==> src/rtl/loot_spawner_if.sv <==
// Signal bundle between the loot spawner and the rest of the playfield:
// game-state and player inputs, per-player offers and renderer lookups.
interface loot_spawner_if;
  logic       SpawnEnable;
  logic [9:0] P1X;
  logic [9:0] P1Y;
  logic [9:0] P2X;
  logic [9:0] P2Y;
  logic [4:0] P1HbOffset;
  logic [4:0] P2HbOffset;
  logic       P1Collected;
  logic       P2Collected;
  logic [9:0] DrawX;
  logic [9:0] DrawY;
  logic [1:0] P1Collect;
  logic [1:0] P2Collect;
  logic       ItemPixel;
  logic [1:0] ItemValue;
  logic [3:0] ItemPixelX;
  logic [3:0] ItemPixelY;

  modport master (
    output SpawnEnable, P1X, P1Y, P2X, P2Y, P1HbOffset, P2HbOffset,
           P1Collected, P2Collected, DrawX, DrawY,
    input  P1Collect, P2Collect, ItemPixel, ItemValue, ItemPixelX, ItemPixelY
  );

  modport slave (
    input  SpawnEnable, P1X, P1Y, P2X, P2Y, P1HbOffset, P2HbOffset,
           P1Collected, P2Collected, DrawX, DrawY,
    output P1Collect, P2Collect, ItemPixel, ItemValue, ItemPixelX, ItemPixelY
  );
endinterface

==> src/rtl/loot_spawner.sv <==
// Loot item slots: LFSR-driven (re)spawn, per-player offer/collect handshake
// and combinational item lookup for the renderer.
module loot_spawner #(
  parameter int          NUM_SLOTS      = 4,
  parameter int          RESPAWN_FRAMES = 120,
  parameter int          INIT_STAGGER   = 8,
  parameter logic [15:0] LFSR_SEED      = 16'hACE1
) (
  input logic           FrameClk,
  input logic           ResetN,
  loot_spawner_if.slave bus
);
  typedef enum logic [1:0] {IDLE, OFFER, WAIT} fsm_t;

  logic [15:0]          lfsr;
  logic [NUM_SLOTS-1:0] active, locked;
  logic [1:0]           value [NUM_SLOTS];
  logic [9:0]           pos_x [NUM_SLOTS];
  logic [9:0]           pos_y [NUM_SLOTS];
  logic [9:0]           timer [NUM_SLOTS];
  logic [NUM_SLOTS-1:0] hit1, hit2, spawn;
  logic [NUM_SLOTS-1:0] lock_set, lock_clr, clear;
  logic [NUM_SLOTS-1:0] pmask1, pmask2, claim1;
  logic                 found1, found2;
  logic [2:0]           pick1, pick2;
  logic [1:0]           val1, val2;
  fsm_t                 st1, st1_nx, st2, st2_nx;
  logic [2:0]           idx1, idx1_nx, idx2, idx2_nx;
  logic [1:0]           col1, col1_nx, col2, col2_nx;

  // Strict overlap of the player's foot hitbox with a 16x16 item box.
  function automatic logic overlap(input logic [9:0] px, input logic [9:0] py,
                                   input logic [4:0] hb, input logic [9:0] ix,
                                   input logic [9:0] iy);
    logic [11:0] ax, ay, bx, by;
    ax = {2'b00, px} + {7'd0, hb};
    ay = {2'b00, py} + 12'd16;
    bx = {2'b00, ix};
    by = {2'b00, iy};
    return (ax < bx + 12'd16) && (bx < ax + 12'd16) &&
           (ay < by + 12'd16) && (by < ay + 12'd16);
  endfunction

  function automatic logic in_span(input logic [9:0] d, input logic [9:0] p);
    return ({1'b0, d} >= {1'b0, p}) && ({1'b0, d} < {1'b0, p} + 11'd16);
  endfunction

  // Free-running Fibonacci LFSR, taps 16/14/13/11, shifted right.
  always_ff @(posedge FrameClk or negedge ResetN) begin
    if (!ResetN) lfsr <= LFSR_SEED;
    else         lfsr <= {lfsr[0] ^ lfsr[2] ^ lfsr[3] ^ lfsr[5], lfsr[15:1]};
  end

  // Per-slot spawn condition and hitbox overlap for both players.
  always_comb begin
    spawn = '0;
    hit1  = '0;
    hit2  = '0;
    for (int i = 0; i < NUM_SLOTS; i++) begin
      spawn[i] = !active[i] && (timer[i] == 10'd0) && bus.SpawnEnable;
      hit1[i]  = overlap(bus.P1X, bus.P1Y, bus.P1HbOffset, pos_x[i], pos_y[i]);
      hit2[i]  = overlap(bus.P2X, bus.P2Y, bus.P2HbOffset, pos_x[i], pos_y[i]);
    end
  end

  // Both player FSMs; P1 claims first so P2 never sees the slot P1 takes now.
  always_comb begin
    found1 = 1'b0; pick1 = '0; val1 = '0; pmask1 = '0;
    found2 = 1'b0; pick2 = '0; val2 = '0; pmask2 = '0;
    for (int i = 0; i < NUM_SLOTS; i++) begin
      if (!found1 && active[i] && !locked[i] && hit1[i]) begin
        found1    = 1'b1;
        pick1     = 3'(i);
        val1      = value[i];
        pmask1[i] = 1'b1;
      end
    end
    claim1 = (st1 == IDLE && found1) ? pmask1 : '0;
    for (int i = 0; i < NUM_SLOTS; i++) begin
      if (!found2 && active[i] && !locked[i] && !claim1[i] && hit2[i]) begin
        found2    = 1'b1;
        pick2     = 3'(i);
        val2      = value[i];
        pmask2[i] = 1'b1;
      end
    end

    st1_nx = st1; idx1_nx = idx1; col1_nx = col1;
    st2_nx = st2; idx2_nx = idx2; col2_nx = col2;
    lock_set = '0; lock_clr = '0; clear = '0;

    case (st1)
      IDLE: if (found1) begin
        st1_nx = OFFER; idx1_nx = pick1; col1_nx = val1; lock_set = lock_set | pmask1;
      end
      OFFER: begin st1_nx = WAIT; col1_nx = 2'd0; end
      WAIT: begin
        for (int i = 0; i < NUM_SLOTS; i++) begin
          if (idx1 == 3'(i)) begin
            lock_clr[i] = 1'b1;
            clear[i]    = bus.P1Collected;
          end
        end
        st1_nx = IDLE;
      end
      default: begin st1_nx = IDLE; col1_nx = 2'd0; end
    endcase

    case (st2)
      IDLE: if (found2) begin
        st2_nx = OFFER; idx2_nx = pick2; col2_nx = val2; lock_set = lock_set | pmask2;
      end
      OFFER: begin st2_nx = WAIT; col2_nx = 2'd0; end
      WAIT: begin
        for (int i = 0; i < NUM_SLOTS; i++) begin
          if (idx2 == 3'(i)) begin
            lock_clr[i] = 1'b1;
            clear[i]    = clear[i] | bus.P2Collected;
          end
        end
        st2_nx = IDLE;
      end
      default: begin st2_nx = IDLE; col2_nx = 2'd0; end
    endcase

    if (!bus.SpawnEnable) begin
      st1_nx = IDLE; col1_nx = 2'd0;
      st2_nx = IDLE; col2_nx = 2'd0;
    end
  end

  // FSM state, locked slot index and registered offer outputs.
  always_ff @(posedge FrameClk or negedge ResetN) begin
    if (!ResetN) begin
      st1 <= IDLE; idx1 <= '0; col1 <= '0;
      st2 <= IDLE; idx2 <= '0; col2 <= '0;
    end else begin
      st1 <= st1_nx; idx1 <= idx1_nx; col1 <= col1_nx;
      st2 <= st2_nx; idx2 <= idx2_nx; col2 <= col2_nx;
    end
  end

  // Slot control: disable/reset restore the staggered start, else clear/spawn/count.
  always_ff @(posedge FrameClk or negedge ResetN) begin
    if (!ResetN) begin
      active <= '0;
      locked <= '0;
      for (int i = 0; i < NUM_SLOTS; i++) timer[i] <= 10'(INIT_STAGGER * (i + 1));
    end else if (!bus.SpawnEnable) begin
      active <= '0;
      locked <= '0;
      for (int i = 0; i < NUM_SLOTS; i++) timer[i] <= 10'(INIT_STAGGER * (i + 1));
    end else begin
      for (int i = 0; i < NUM_SLOTS; i++) begin
        if (clear[i]) begin
          active[i] <= 1'b0;
          timer[i]  <= 10'(RESPAWN_FRAMES);
        end else if (spawn[i]) begin
          active[i] <= 1'b1;
        end else if (!active[i] && timer[i] != 10'd0) begin
          timer[i] <= timer[i] - 10'd1;
        end
        locked[i] <= (locked[i] | lock_set[i]) & ~lock_clr[i];
      end
    end
  end

  // Item position/value captured from the LFSR on spawn; meaningless while inactive.
  always_ff @(posedge FrameClk) begin
    for (int i = 0; i < NUM_SLOTS; i++) begin
      if (spawn[i]) begin
        pos_x[i] <= 10'd116 + {1'b0, lfsr[8:0]};
        pos_y[i] <= 10'd120 + {2'b00, lfsr[15:8]};
        value[i] <= (lfsr[1:0] == 2'd0) ? 2'd1 : lfsr[1:0];
      end
    end
  end

  // Renderer lookup; iterating downward lets the lowest covering slot win.
  always_comb begin
    bus.ItemPixel  = 1'b0;
    bus.ItemValue  = 2'd0;
    bus.ItemPixelX = 4'd0;
    bus.ItemPixelY = 4'd0;
    for (int i = NUM_SLOTS - 1; i >= 0; i--) begin
      if (active[i] && in_span(bus.DrawX, pos_x[i]) && in_span(bus.DrawY, pos_y[i])) begin
        bus.ItemPixel  = 1'b1;
        bus.ItemValue  = value[i];
        bus.ItemPixelX = 4'(bus.DrawX - pos_x[i]);
        bus.ItemPixelY = 4'(bus.DrawY - pos_y[i]);
      end
    end
  end

  assign bus.P1Collect = col1;
  assign bus.P2Collect = col2;
endmodule

==> src/flat_wrapper.sv <==
// flat-port wrapper written by rule: the top's interface ports become plain ports
module loot_spawner_flat 
#(
  parameter int          NUM_SLOTS      = 4,
  parameter int          RESPAWN_FRAMES = 120,
  parameter int          INIT_STAGGER   = 8,
  parameter logic [15:0] LFSR_SEED      = 16'hACE1
)
  (FrameClk, ResetN, bus_SpawnEnable, bus_P1X, bus_P1Y, bus_P2X, bus_P2Y, bus_P1HbOffset, bus_P2HbOffset, bus_P1Collected, bus_P2Collected, bus_DrawX, bus_DrawY, bus_P1Collect, bus_P2Collect, bus_ItemPixel, bus_ItemValue, bus_ItemPixelX, bus_ItemPixelY);
  loot_spawner_if bus_i ();
  input logic FrameClk;
  input logic ResetN;
  input wire logic [$bits(bus_i.SpawnEnable)-1:0] bus_SpawnEnable;
  input wire logic [$bits(bus_i.P1X)-1:0] bus_P1X;
  input wire logic [$bits(bus_i.P1Y)-1:0] bus_P1Y;
  input wire logic [$bits(bus_i.P2X)-1:0] bus_P2X;
  input wire logic [$bits(bus_i.P2Y)-1:0] bus_P2Y;
  input wire logic [$bits(bus_i.P1HbOffset)-1:0] bus_P1HbOffset;
  input wire logic [$bits(bus_i.P2HbOffset)-1:0] bus_P2HbOffset;
  input wire logic [$bits(bus_i.P1Collected)-1:0] bus_P1Collected;
  input wire logic [$bits(bus_i.P2Collected)-1:0] bus_P2Collected;
  input wire logic [$bits(bus_i.DrawX)-1:0] bus_DrawX;
  input wire logic [$bits(bus_i.DrawY)-1:0] bus_DrawY;
  output wire logic [$bits(bus_i.P1Collect)-1:0] bus_P1Collect;
  output wire logic [$bits(bus_i.P2Collect)-1:0] bus_P2Collect;
  output wire logic [$bits(bus_i.ItemPixel)-1:0] bus_ItemPixel;
  output wire logic [$bits(bus_i.ItemValue)-1:0] bus_ItemValue;
  output wire logic [$bits(bus_i.ItemPixelX)-1:0] bus_ItemPixelX;
  output wire logic [$bits(bus_i.ItemPixelY)-1:0] bus_ItemPixelY;
  assign bus_i.SpawnEnable = bus_SpawnEnable;
  assign bus_i.P1X = bus_P1X;
  assign bus_i.P1Y = bus_P1Y;
  assign bus_i.P2X = bus_P2X;
  assign bus_i.P2Y = bus_P2Y;
  assign bus_i.P1HbOffset = bus_P1HbOffset;
  assign bus_i.P2HbOffset = bus_P2HbOffset;
  assign bus_i.P1Collected = bus_P1Collected;
  assign bus_i.P2Collected = bus_P2Collected;
  assign bus_i.DrawX = bus_DrawX;
  assign bus_i.DrawY = bus_DrawY;
  assign bus_P1Collect = bus_i.P1Collect;
  assign bus_P2Collect = bus_i.P2Collect;
  assign bus_ItemPixel = bus_i.ItemPixel;
  assign bus_ItemValue = bus_i.ItemValue;
  assign bus_ItemPixelX = bus_i.ItemPixelX;
  assign bus_ItemPixelY = bus_i.ItemPixelY;
  loot_spawner #(.NUM_SLOTS(NUM_SLOTS), .RESPAWN_FRAMES(RESPAWN_FRAMES), .INIT_STAGGER(INIT_STAGGER), .LFSR_SEED(LFSR_SEED)) u_core (.FrameClk(FrameClk), .ResetN(ResetN), .bus(bus_i));
endmodule
==> config.mk <==
export PLATFORM = sky130hd
export DESIGN_NAME = loot_spawner_flat
export DESIGN_NICKNAME = d
export VERILOG_FILES = /design/src/rtl/loot_spawner_if.sv /design/src/rtl/loot_spawner.sv /design/src/flat_wrapper.sv
export SDC_FILE = /design/constraint.sdc
export NUM_CORES = 1
export LEC_CHECK = 0
export BUFFER_PORTS_ARGS = -buffer_cell sky130_fd_sc_hd__buf_2
export CORE_MARGIN = 2
export CORE_UTILIZATION = 48
export DETAILED_ROUTE_END_ITERATION = 16
export PLACE_DENSITY = 0.72
export SLEW_MARGIN = 20
export SYNTH_ARGS = -nofsm -noshare
export SYNTH_HDL_FRONTEND = slang
export SYNTH_SLANG_ARGS = --single-unit
==> constraint.sdc <==
create_clock -name FrameClk -period 4.8 [get_ports FrameClk]
set_input_delay 0.24 -clock FrameClk [delete_from_list [all_inputs] [get_ports FrameClk]]
set_output_delay 0.24 -clock FrameClk [all_outputs]
set_load 0.01 [all_outputs]
==> results of run 1 <==
==> synth_stat cells, types with 36 or more instances <==
cell / number / area (um^2)
ha_1: 423 / 5290
inv_1: 144 / 541
a21oi_1: 126 / 631
o21ai_0: 101 / 505
nand2_1: 91 / 342
nor2_1: 89 / 334
edfxtp_1: 84 / 2520
xnor2_1: 83 / 727
a21o_1: 71 / 533
dfrtp_1: 63 / 1580
nand3_1: 60 / 300
nand2b_1: 54 / 338
nor3_1: 36 / 180
==> per-layer routing <==
layer  routed length, um  up-vias
met4                1440        0
li1                    -     7451
met3                4470      102
met5                   0        -
met2               23700      560
met1               25500     7534
==> power breakdown <==
group          total, mW  switching (mW)  leakage, nW  internal (mW)
Sequential          1.76           0.160         1.71           1.60
Combinational       2.10            1.20         7.46          0.897
Clock               1.41           0.596        0.308          0.815
==> registers in the layout, summed over array words and instances, names as in the netlist <==
| register | cells |
|---|---|
| u_core.value | 8 |
| u_core.lfsr | 16 |
| u_core.bus.P2Collect | 2 |
| u_core.bus.P1Collect | 2 |
| u_core.locked | 4 |
| u_core.timer | 40 |
| u_core.pos_y | 36 |
| u_core.st2 | 2 |
| u_core.st1 | 2 |
| u_core.pos_x | 40 |
| u_core.active | 4 |
| u_core.idx1 | 2 |
| u_core.idx2 | 2 |
==> worst reg2reg max path, cell delays in order (launching register included) <==
cell	delay [ns]
edfxtp_1	0.55
ha_1	0.30
xnor2_1	0.33
ha_1	0.31
a21o_1	0.18
a2111oi_0	0.36
o21ai_0	0.17
o211ai_1	0.16
o2111ai_1	0.41
or2_2	0.44
o21ai_1	0.42
a31oi_1	0.19
nor4b_1	0.30
a31o_1	0.15
==> per-stage QoR <==
| step | instance area (um^2) | utilization [%] |
|---|---|---|
| finish | 20100 | 54.8 |
| global route | 20100 | 54.8 |
| CTS | 20100 | 54.7 |
| detailed placement | 19500 | 53.0 |
| global placement | 19500 | 53.0 |
| floorplan | 17900 | - |
==> final timing paths <==
check | startpoint | to
max | u_core.pos_x[0][1] | bus_ItemPixelY[3]
min | bus_SpawnEnable | u_core.timer[33]
max reg2reg | u_core.pos_x[2][4] | u_core.bus.P2Collect[1]
min reg2reg | u_core.lfsr[11] | u_core.lfsr[10]
max in group asynchronous | ResetN | u_core.lfsr[2]
min in group asynchronous | ResetN | u_core.timer[29]
==> cell families (layout without fill, tap and decap cells) <==
group,after synthesis,in the layout
AO/OA/AOI/OAI,512,512
AND/OR/NAND/NOR,483,483
adder cells (fa/ha/maj),434,434
buffers and inverters,163,341
flip-flops,160,160
XOR/XNOR,115,115
multiplexers,33,33
other,0,2
==> final cells by class <==
cell class / count / share of cell area (%)
Antenna cell: 2 / 0.0249
Tap cell: 468 / 2.91
Clock inverter: 14 / 0.828
Timing Repair Buffer: 162 / 4.97
Sequential cell: 160 / 22.1
Multi-Input combinational cell: 1577 / 64.2
Clock buffer: 18 / 2.24
Inverter: 147 / 2.74
==> timing repair <==
action | CTS | global route
setup endpoints to repair | 0 | 2
hold endpoints to repair | 43 | 0
hold buffers | 1 | 0
setup buffers | 0 | 1
==> impl_results.md, run 1 <==
* Number of fill cells at 3262
* Finished Layout Cells at 2548
* RSZ-0062 raised after global routing: false
* Crit path kind: reg -> out
* Crit path depth at 15
* IO Port Bufs at 89
* Worst slew pin tran at 0.964 ns
* Synth Area in Simple Gates at 14.3%
* Final min period at 4.60 ns
* Worst-path clk slew at 0.07 ns
* Area Overhead vs Synth at 12.1%
* Commonest non-fill, non-tap cell in the layout: ha_1
* Largest family of logic cells by synthesized area: adder cells
* CTS Root Cell: clkbuf_16
* XOR/XNOR Fraction of Synth Area at 5.62%
* Synthesis-stage register bit count at 160
* Finish-stage setup viols at 0
* GR Layer Usage met2 at 44.2%
* Crit path cell chain: inv_1 -> ha_1 -> nor2b_1 -> o21ai_0 -> nand2b_1 -> a21oi_1 -> nor2_1 -> o21a_1 -> o21ai_0 -> a211oi_1 -> o21ai_0 -> nand4b_1 -> buf_4 -> mux2i_1 -> buf_2
* Core Area at 36700 um^2
* Nets at 2573
* Fin Hold WS at 0.179 ns
* Netlist cell types at 91
* Syn Inst Count at 1900
* RePlAce Congestion at 0.988
* Slowest cell on crit path: edfxtp_1
* Multi-input combinational cell area at 12900 um^2
* Vias post-DR at 15647
* Initial antenna violation count at 2
* Starting density of the core at 48.9%
* DRC at 0
* Syn Nets at 2408
* CP required at 4.56 ns
* CP endpoint kind: output pin
* Average cell area after synthesis at 9.44 um^2
* Total gr overflow at 0
* Tot Pwr at 5.27 mW
* Slew Viols, Final at 0
* Async S/R FF share, synth at 47.5%
* PD cells at 262 nW/um^2
* Most frequent cells in the layout: ha_1 (423), inv_1 (144), a21oi_1 (126), o21ai_0 (101), nand2_1 (91)
* CTS H-tree depth at 4
* Post-cts resize count at 0
* Final period util at 95.7%
* Detailed Place HPWL at 45700 um
* Complex-gate fraction of the synthesized area at 19.3%
* Status: finished clean
* FP Rows at 70
* FF-to-FF setup slack at 0.46 ns
* Clock tree buffer depth at 2
* DR vias/cell at 6.14
* Die Height at 197 um
* Worst path max stage delay at 0.50 ns
* Gr busiest metal: met2
* Most frequent CP cell: o21ai_0
* Total CTS buffers at 17
* Worst VDD drop at 238 uV
* Cell area after synthesis at 17900 um^2
* DR WL/cell at 21.6 um
* I/O Pins at 90
* Placed Instances at 2512
* Startpoint types: flip-flop
* CP delay by family, top: compound AO/OA/AOI/OAI gates
* CTS tree: yes
* Slew HR at 35.7%
* Starting DRT DRC Count at 1265
* Clock sink count at 160
* FF/Latch Area at 4440 um^2
* Die W at 197 um
* Endpoints failing hold at 0
* Sequential area share after synthesis at 24.8%
* Worst path arrival time at 4.36 ns
* Post-DRT Antenna Nets at 0
* First-pass GRT wire length at 85200 um
* Place WS at -0.0567 ns
* Total GRT Usage at 28.6%
* EDFF count, synth at 84
* Maxcap violations at 0
* Reg2reg path depth at 13
* Worst path bufs/invs at 3
* Max FO, Critical Path at 5
* Global Route met1 Usage at 40.3%
* DIE AREA at 38900 um^2
* Syn. warnings at 0
* Worst skew pair latency at 0.43 ns
* Post-Route WL at 55000 um
* Mux share of post-synthesis cell area at 1.93%
* Synth Area in Adders at 30.7%
* Top_reg_cell synth: edfxtp_1
* Setup WS post-layout at 0.204 ns
* Top achievable clock speed at 218 MHz
* Share of layout cells above drive strength 1 at 12.6%
* Hold Path Depth at 2
* Leakage dissipation at 9.47 nW
* Largest net degree at the start of global routing at 77
* Drt first pass iters at 5
* Setup tns final at 0 ns
* Clk_skew at 0.00923 ns
* Min-Delay Path Class: in -> reg
* Number of global-route vias before repair at 15564
* Met3 Track Usage GR at 5.62%
Note: power is estimated with default switching activity, not from simulation.
==> run 2: changes to the inputs <==
==> constraint.sdc (replaced) <==
create_clock -name FrameClk -period 4.8 [get_ports FrameClk]
set_input_delay 0.24 -clock FrameClk [delete_from_list [all_inputs] [get_ports FrameClk]]
set_output_delay 0.24 -clock FrameClk [all_outputs]
set_load 0.05 [all_outputs]
==> run 2 against run 1 <==
Die area stayed put. Worst setup slack better by 0.073 ns. Clock power is 4% lower. Fmax is 1.6% higher. Register-to-register slack better by 0.02 ns. Clock skew is 0.0024 ns higher.
==> impl_results.md, run 2 (same netlist as run 1, synthesis figures left out) <==
* RePlAce Congestion at 0.979
* Top achievable clock speed at 221 MHz
* Slew HR at 37.4%
* Nets at 2573
* Finish-stage setup viols at 0
* Starting DRT DRC Count at 1379
* CTS H-tree depth at 4
* Most frequent CP cell: o21a_1
* Worst path arrival time at 4.28 ns
* FF-to-FF setup slack at 0.48 ns
* Worst VDD drop at 250 uV
* Post-Route WL at 55700 um
* Clock sink count at 160
* Setup tns final at 0 ns
* DRC at 0
* Area after DPL at 19500 um^2
* Worst slew pin tran at 0.939 ns
* Worst path max stage delay at 0.49 ns
* Slew Viols, Final at 0
* Final min period at 4.52 ns
* Max FO, Critical Path at 5
* Most frequent cells in the layout: ha_1 (423), inv_1 (144), a21oi_1 (126), o21ai_0 (101), nand2_1 (91)
* DR WL/cell at 21.9 um
* Share of layout cells above drive strength 1 at 12.5%
* Crit path cell chain: inv_1 -> ha_1 -> nor2b_1 -> o21a_1 -> o21ai_0 -> a21oi_1 -> o21a_1 -> o21a_1 -> o2111ai_1 -> nand4_1 -> buf_4 -> or3_1 -> mux2_2 -> mux2_2 -> mux2i_1 -> buf_2
* FP Rows at 70
* Worst skew pair latency at 0.43 ns
* Die W at 197 um
* Die Height at 197 um
* RSZ-0062 raised after global routing: false
* Leakage dissipation at 9.46 nW
* Maxcap violations at 0
* Post-DRT Antenna Nets at 0
* Largest net degree at the start of global routing at 77
* Gr busiest metal: met2
* Vias post-DR at 15891
* Top Registers: u_core.pos_x (40), u_core.timer (40), u_core.pos_y (36)
* DR vias/cell at 6.24
* Drt first pass iters at 5
* Area Overhead vs Synth at 11.9%
* Total GRT Usage at 28.8%
* Global Route met1 Usage at 41.1%
* I/O Pins at 90
* Commonest non-fill, non-tap cell in the layout: ha_1
* Endpoints failing hold at 0
* Core Area at 36700 um^2
* CP endpoint kind: output pin
* DIE AREA at 38900 um^2
* Final period util at 94.2%
* Status: finished clean
* Starting density of the core at 48.9%
* GR Layer Usage met2 at 44.9%
* Min-Delay Path Class: in -> reg
* Detailed Place HPWL at 46000 um
* Startpoint types: flip-flop
* PD cells at 262 nW/um^2
* Reg2reg path depth at 13
* Initial antenna violation count at 2
* Total gr overflow at 0
* Worst path bufs/invs at 3
* Post-route cell area at 20100 um^2
* CP required at 4.56 ns
* CTS Root Cell: clkbuf_16
* Number of fill cells at 3292
* Fin Hold WS at 0.170 ns
* Hold Path Depth at 2
* Crit path depth at 16
* Met3 Track Usage GR at 3.98%
* Total CTS buffers at 17
* Clock tree buffer depth at 2
* Crit path kind: reg -> out
* First-pass GRT wire length at 86500 um
* CTS tree: yes
* IO Port Bufs at 89
* Worst-path clk slew at 0.07 ns
* Slowest cell on crit path: edfxtp_1
* CP delay by family, top: compound AO/OA/AOI/OAI gates
* Clk_skew at 0.0116 ns
* Number of global-route vias before repair at 15772
-- run 2: routing by layer --
metal / share of wire, % / up-vias
met2: 44 / 564
met4: 2.7 / 0
met1: 47 / 7793
met5: 0 / -
met3: 6.8 / 92
li1: - / 7442
-- run 2: final timing paths --
path,start,end
setup / recovery,u_core.pos_y[3][1],bus_ItemPixelX[0]
hold / removal,bus_SpawnEnable,u_core.timer[5]
setup reg to reg,u_core.pos_y[0][6],u_core.bus.P2Collect[0]
hold reg to reg,u_core.lfsr[11],u_core.lfsr[10]
max in group asynchronous,ResetN,u_core.lfsr[4]
min in group asynchronous,ResetN,u_core.active[2]
-- run 2: final cells by class --
cell class / count / area, um^2 / share of cell area, %
antenna: 2 / 5.00 / 0.0249
clock buffer: 17 / 425 / 2.12
clock inverter: 15 / 168 / 0.835
inverter: 147 / 552 / 2.75
multi-input combinational: 1577 / 12900 / 64.3
sequential: 160 / 4440 / 22.1
tap: 468 / 586 / 2.92
timing repair buffer: 162 / 998 / 4.97
-- run 2: what timing repair did --
item | CTS | global route
resized for setup | 0 | 0
hold buffers | 1 | 0
hold endpoints to repair | 58 | 0
setup endpoints to repair | 3 | 0
setup buffers | 2 | 0
-- run 2: through the flow --
| stage | worst slack [ns] | instances | utilization, % | power (mW) |
|---|---|---|---|---|
| CTS | 0.288 | 2546 | 54.7 | 5.24 |
| global route | 0.0762 | 2548 | 54.7 | 5.59 |
| detailed placement | -0.0195 | 2511 | 53.0 | 3.87 |
| finish | 0.277 | 2548 | 54.7 | 5.25 |
| floorplan | 0.266 | 1900 | - | 3.16 |
| global placement | 0.0535 | 2511 | 53.0 | 3.78 |
-- run 2: report_power, final --
| group | total [mW] | internal [mW] | switching (mW) |
|---|---|---|---|
| Sequential | 1.76 | 1.60 | 0.163 |
| Clock | 1.36 | 0.744 | 0.616 |
| Combinational | 2.13 | 0.900 | 1.23 |
